--- config.mk ---
export PLATFORM = sky130hd
export DESIGN_NAME = pattern_sequencer
export DESIGN_NICKNAME = d
export VERILOG_FILES = /design/src/rtl/dance_pkg.sv /design/src/rtl/pattern_lfsr.sv /design/src/rtl/pattern_sequencer.sv
export SDC_FILE = /design/constraint.sdc
export NUM_CORES = 1
export LEC_CHECK = 0
export ABC_AREA = 0
export CORE_MARGIN = 4
export CORE_UTILIZATION = 35
export DETAILED_ROUTE_END_ITERATION = 10
export SKIP_CTS_REPAIR_TIMING = 1
export SYNTH_ARGS = -nofsm -noshare
export SYNTH_HDL_FRONTEND = slang
export SYNTH_SLANG_ARGS = --single-unit
--- constraint.sdc ---
create_clock -name clock -period 7.81 [get_ports clock]
set_clock_uncertainty 0.05 [all_clocks]
set_input_delay 2.343 -clock clock [delete_from_list [all_inputs] [get_ports clock]]
set_output_delay 2.343 -clock clock [all_outputs]
set_load 0.01 [all_outputs]
--- src/rtl/dance_pkg.sv ---
// Shared definitions for the dance-game pattern path.
//   - Arrow one-hot constants, encoded as {up, down, left, right}.
//   - Sequencer state enum.
//   - Timing-window constants shared with score_tracker.
//   - next_arrow(): decodes two random bits to an arrow. If the result equals
//     the previous arrow it is rotated left one bit, so consecutive arrows differ.
package dance_pkg;

    localparam logic [3:0] ARROW_UP    = 4'b1000;
    localparam logic [3:0] ARROW_DOWN  = 4'b0100;
    localparam logic [3:0] ARROW_LEFT  = 4'b0010;
    localparam logic [3:0] ARROW_RIGHT = 4'b0001;
    localparam logic [3:0] ARROW_NONE  = 4'b0000;

    typedef enum logic [1:0] {
        IDLE = 2'd0,
        SHOW = 2'd1,
        GAP  = 2'd2,
        DONE = 2'd3
    } seq_state_t;

    // Hit windows in clock cycles, measured against pattern_timer.
    localparam logic [19:0] HIT_WINDOW_PERFECT = 20'd100_000;
    localparam logic [19:0] HIT_WINDOW_GOOD    = 20'd250_000;
    localparam logic [19:0] HIT_WINDOW_LATE    = 20'd450_000;

    function automatic logic [3:0] arrow_decode(input logic [1:0] sel);
        logic [3:0] arrow;
        case (sel)
            2'b00:   arrow = ARROW_RIGHT;
            2'b01:   arrow = ARROW_LEFT;
            2'b10:   arrow = ARROW_DOWN;
            default: arrow = ARROW_UP;
        endcase
        return arrow;
    endfunction

    function automatic logic [3:0] next_arrow(input logic [1:0] sel, input logic [3:0] prev);
        logic [3:0] arrow;
        arrow = arrow_decode(sel);
        if (arrow == prev)
            arrow = {arrow[2:0], arrow[3]};
        return arrow;
    endfunction

endpackage

--- src/rtl/pattern_lfsr.sv ---
// 16-bit Fibonacci LFSR with taps 16, 14, 13 and 11.
// Ports:
//   clock  - system clock
//   reset  - async active-high; loads SEED
//   enable - advance one step this cycle
//   state  - current LFSR contents
module pattern_lfsr #(
    parameter logic [15:0] SEED = 16'hACE1
) (
    input  logic        clock,
    input  logic        reset,
    input  logic        enable,
    output logic [15:0] state
);

    logic feedback;

    assign feedback = state[15] ^ state[13] ^ state[12] ^ state[10];

    always_ff @(posedge clock or posedge reset) begin
        if (reset)
            state <= SEED;
        else if (enable)
            state <= {state[14:0], feedback};
    end

endmodule

--- src/rtl/pattern_sequencer.sv ---
// Arrow pattern sequencer for the dance game.
//
// Each round presents NUM_PATTERNS patterns. Each pattern is shown for
// SHOW_CYCLES cycles and is followed by GAP_CYCLES blank cycles. The arrows
// come from a free-running LFSR. That LFSR survives across rounds and is
// reseeded only by reset.
//
// Optional build macro:
//   MIRROR_PATTERN_EN - player B receives the same arrow as player A.
//
// Ports:
//   clock         - 50 MHz system clock
//   reset         - async active-high reset
//   game_active   - round enable level; when low the block returns to IDLE
//   pattern_a     - player A arrow, one-hot {up,down,left,right}
//   pattern_b     - player B arrow, same encoding
//   pattern_valid - high while a pattern is presented
//   pattern_timer - cycles since the current pattern appeared
//   pattern_count - patterns issued this round
//   round_done    - high once all patterns of the round have completed
//
// state | meaning
// IDLE  | waiting for game_active
// SHOW  | pattern presented, pattern_timer counting up
// GAP   | blank interval, gap_left counting down
// DONE  | round complete, waiting for game_active to drop
module pattern_sequencer
    import dance_pkg::*;
#(
    parameter logic [19:0] SHOW_CYCLES  = 20'd600_000,
    parameter logic [19:0] GAP_CYCLES   = 20'd250_000,
    parameter logic [7:0]  NUM_PATTERNS = 8'd32,
    parameter logic [15:0] LFSR_SEED    = 16'hACE1
) (
    input  logic        clock,
    input  logic        reset,
    input  logic        game_active,
    output logic [3:0]  pattern_a,
    output logic [3:0]  pattern_b,
    output logic        pattern_valid,
    output logic [19:0] pattern_timer,
    output logic [7:0]  pattern_count,
    output logic        round_done
);

    seq_state_t  state;
    logic [15:0] lfsr_state;
    logic [19:0] gap_left;
    logic [3:0]  prev_a;
    logic [3:0]  prev_b;
    logic [3:0]  new_a;
    logic [3:0]  new_b;
    logic        start_show;
    logic        lfsr_unused;

    pattern_lfsr #(
        .SEED(LFSR_SEED)
    ) u_lfsr (
        .clock (clock),
        .reset (reset),
        .enable(1'b1),
        .state (lfsr_state)
    );

    assign new_a = next_arrow(lfsr_state[1:0], prev_a);
`ifdef MIRROR_PATTERN_EN
    assign new_b       = new_a;
    assign lfsr_unused = ^{lfsr_state[15:2], prev_b};
`else
    assign new_b       = next_arrow(lfsr_state[9:8], prev_b);
    assign lfsr_unused = ^{lfsr_state[15:10], lfsr_state[7:2]};
`endif

    // A new pattern starts from IDLE, or at the end of a gap while the round
    // still has patterns left to issue.
    assign start_show = game_active &&
                        ((state == IDLE) ||
                         (state == GAP && gap_left == 20'd0 && pattern_count != NUM_PATTERNS));

    always_ff @(posedge clock or posedge reset) begin
        if (reset) begin
            state         <= IDLE;
            pattern_a     <= ARROW_NONE;
            pattern_b     <= ARROW_NONE;
            pattern_valid <= 1'b0;
            pattern_timer <= 20'd0;
            pattern_count <= 8'd0;
            round_done    <= 1'b0;
            gap_left      <= 20'd0;
            prev_a        <= ARROW_NONE;
            prev_b        <= ARROW_NONE;
        end else if (!game_active) begin
            state         <= IDLE;
            pattern_a     <= ARROW_NONE;
            pattern_b     <= ARROW_NONE;
            pattern_valid <= 1'b0;
            pattern_timer <= 20'd0;
            pattern_count <= 8'd0;
            round_done    <= 1'b0;
            gap_left      <= 20'd0;
            prev_a        <= ARROW_NONE;
            prev_b        <= ARROW_NONE;
        end else if (start_show) begin
            state         <= SHOW;
            pattern_a     <= new_a;
            pattern_b     <= new_b;
            prev_a        <= new_a;
            prev_b        <= new_b;
            pattern_valid <= 1'b1;
            pattern_timer <= 20'd0;
            pattern_count <= pattern_count + 8'd1;
            round_done    <= 1'b0;
        end else begin
            case (state)
                SHOW: begin
                    if (pattern_timer == SHOW_CYCLES - 20'd1) begin
                        state         <= GAP;
                        pattern_a     <= ARROW_NONE;
                        pattern_b     <= ARROW_NONE;
                        pattern_valid <= 1'b0;
                        pattern_timer <= 20'd0;
                        gap_left      <= GAP_CYCLES - 20'd1;
                    end else begin
                        pattern_timer <= pattern_timer + 20'd1;
                    end
                end
                GAP: begin
                    // Reaching zero here means the round has issued all of
                    // its patterns. Any other gap end is taken by start_show.
                    if (gap_left == 20'd0) begin
                        state      <= DONE;
                        round_done <= 1'b1;
                    end else begin
                        gap_left <= gap_left - 20'd1;
                    end
                end
                DONE:    round_done <= 1'b1;
                default: state <= IDLE;
            endcase
        end
    end

endmodule

==> results.md <==
* Final instance area at about 0.0053 mm2
* Crit path largest cell delay at just under 0.8 ns
* Combinational share of power at roughly a third
* Drt drc at 0
* GR Overflow Total at 0
* Final setup violation count at 0
* Internal Power at about 900 uW
* FF-to-FF End: pattern_timer[13]
* Worst r2r src: state[0]
* Clock Power Share at between 30 and 40%
* Final worst slack at 2.882 ns
* Data arrival, critical path at 5.10 ns
* Routed Wire Length at between 10 and 15 mm
* Final period util at a little over three fifths
* Largest net degree at the start of global routing at 85
* Vias in the first global route at 3710
* Std-Cell Rows at 40
* Wire length per cell at between 15 and 20 um
* HP Start: u_lfsr.state[2]
* Peak Freq at approximately 0.20 GHz
* CTS root buf: clkbuf_16
* Placed insts at roughly 660
* CTS tree: yes
* RePlAce Congestion at roughly 0.80
* Detailed Routing Iterations Pass 1 at 5
* Power Density at 272.3 mW/mm2
* Reg clk slew, reported paths at around 0.07 ns
* Crit Path Class: input pin to flop
* Slowest-stage cell, CP: a31oi_2
* Async S/R FF share, synth at 100.0%
* Area Growth Syn to Fin at 19.21%
* Core area at roughly 0.012 mm2
* Die H at 120.9 um
* CP max FO at 24
* Util after Layout at a little over two fifths
* Die Wd at about 120 um
* Normalized max-slew margin at 19.65%
* Peak supply drop at roughly 0.00019 V
* Final cell count without fillers at around 680
* Tmin final at ~4.9 ns
* Tot GR Track Use at between 10% and 20%
* Die ar. at 0.01462 mm2
* Total of max-cap violations at 0
* Clock Latency Late Sink at 0.35 ns
* Fin. max-slew vios at 0
* Pre-CTS setup slack at between 2 and 3 ns
* RSZ-0062 raised after global routing: no
* Sequential area share after synthesis at 47.34%
* Final ANT Viol Nets at 0
* Vias per inst at slightly below 6
* # nets final at 513
* Num CTS Buffers at 9
* Leak at about 2.1 nW
* Syn Area/Cell at 9.433 um2
* Clk buf depth at 2
* First-pass GRT wire length at around 19 mm
* Final setup TNS at 0 ns
* 1st-iter DRT viols at slightly below 300
* Hold worst-path end: u_lfsr.state[3]
* Placed cell area at 0.005011 mm2
* Crit-path cells: clkdlybuf4s50_1 > buf_4 > nand2b_1 > a31oi_2 > nand2_1 > o311ai_0
* Fin. Hold Viols at 0
* WHS Path Cells at 0
* Post-Syn Area at 0.004462 mm2
* Post-DP HPWL at 7.004 mm
* Inserted Diodes at 0
* Ys flop type: dfrtp_1
* Post-synth EDFFs at 0
* Syn Inst Count at between 400 and 500
* Sinks on Clock Net at 84
* Vias at 3892
* Initial Util at approximately 36%
* Flops & latches, synth at 84
* Switching portion of total power at about two fifths
* HP Class: flop to flop
* Reg-to-reg setup timing slack at around 4.2 ns
* Critical Path End Type: flop
* R2R depth at 7
* PortBufs at 40
* Part of the power in registers at a little over a third
* Crit path launch type: input pin
* Worst endpoint required time at around 8 ns
* Num ports at a little over 40
* Synth Net Count at roughly 480
* H-tree levels at 3
* Tightest Pin Transition at 1.205 ns
* Yosys warnings at 0
* Share of post-route cells with drive strength above 1 at between 9 and 10%
* Status: finished clean
* Cell variety after synth at 66
* Initial antenna violation count at 0
* NetSw at 550.7 uW
-- cell usage after synthesis (6+ instances only) --
| library cell | instances | area [um2] |
|---|---|---|
| nor4b_1 | 6 | 52.55 |
| a21oi_1 | 29 | 145.1 |
| nor3_1 | 20 | 100.1 |
| inv_1 | 20 | 75.07 |
| nor2_1 | 25 | 93.84 |
| or4_1 | 6 | 45.04 |
| o22ai_1 | 8 | 50.05 |
| clkbuf_1 | 22 | 82.58 |
| dfrtp_1 | 76 | 1902 |
| nand4_1 | 14 | 87.58 |
| o31ai_1 | 7 | 52.55 |
| or3_1 | 9 | 56.30 |
| a211oi_1 | 6 | 45.04 |
| nand2_1 | 41 | 153.9 |
| o21ai_0 | 14 | 70.07 |
| nand3_1 | 29 | 145.1 |
| ha_1 | 8 | 100.1 |
| dfstp_2 | 8 | 210.2 |
| a31oi_1 | 14 | 87.58 |
-- routing by layer --
layer / part of all wire [%] / global-route usage (%) / vias up
li1: - / - / 1862
met1: 46 / 20.83 / 1931
met2: 48 / 24.73 / 92
met3: 4.7 / 4.336 / 7
met4: 0.86 / 4.816 / 0
met5: 0 / 0 / -
-- worst max-delay path by stage --
| stage | start | endpoint | cells after the start |
|---|---|---|---|
| CTS | game_active | pattern_timer[2] | 6 |
| global placement | game_active | pattern_timer[13] | 6 |
| floorplan | reset | gap_left[0] | 1 |
| finish | game_active | pattern_timer[13] | 6 |
| detailed placement | game_active | pattern_timer[15] | 6 |
| global route | game_active | pattern_timer[13] | 6 |
-- cell usage in the layout, fill, tap and decap left out, drive strengths merged, types with 4 or more instances in the layout --
cell type      count
inv               22
dfstp              8
clkbuf             9
or3               10
o21ai             14
nor4b              6
and2               6
o311ai             4
ha                 8
dfrtp             76
a311oi             4
buf                5
and4               4
o31ai              7
nand3             29
a21oi             29
nand2             41
o221a              4
o22ai              8
a22o               5
a31oi             15
nor2              25
clkdlybuf4s50     40
o41ai              5
nor4               4
nor3b              5
and3               5
or4                7
nor3              21
a211oi             6
nand4             14
-- final cells by class --
cell class / instances / area (um2)
clock buffer: 9 / 225.2
tap: 168 / 210.2
sequential: 84 / 2112
inverter: 21 / 80.08
fill: 1224 / 6943
timing repair buffer: 45 / 437.9
clock inverter: 7 / 82.58
multi-input combinational: 341 / 2171
-- registers in the layout (all words and copies together) (netlist names) --
signal and count:
round_done 1, pattern_valid 1, pattern_b 4, prev_b 4
pattern_timer 20, u_lfsr.state 16, pattern_a 4, pattern_count 8
gap_left 20, state 2, prev_a 4
-- logic make-up after synthesis --
group	share of synthesized area [%]
AO/OA/AOI/OAI	21.79
XOR/XNOR	1.178
adder cells (fa/ha/maj)	2.243
buffers and inverters	4.150
flip-flops	47.34
multiplexers	0.2243
AND/OR/NAND/NOR	23.08
-- metrics by stage --
stage / power [mW] / hold slack (ns)
after CTS: 1.463 / 0.3045
after global routing: 1.543 / 0.3124
after detailed placement: 1.009 / 0.2867
final: 1.448 / 0.3009
after floorplan: 0.8632 / 0.2812
after global placement: 0.9997 / 0.2888
-- critical path, delay by kind of cell --
kind                   cells  cell delay [ns]
AND/OR/NAND/NOR            2             0.72
buffers and inverters      2             0.72
AO/OA/AOI/OAI              2             1.30
-- power by group through the flow --
stage	Sequential [mW]	Clock, mW	Combinational, mW
finish	0.527	0.445	0.477
floorplan	0.530	0	0.333
global placement	0.531	0	0.468
global route	0.533	0.475	0.536
detailed placement	0.532	0	0.477
CTS	0.525	0.458	0.479
(Power assumes the default switching activity.)
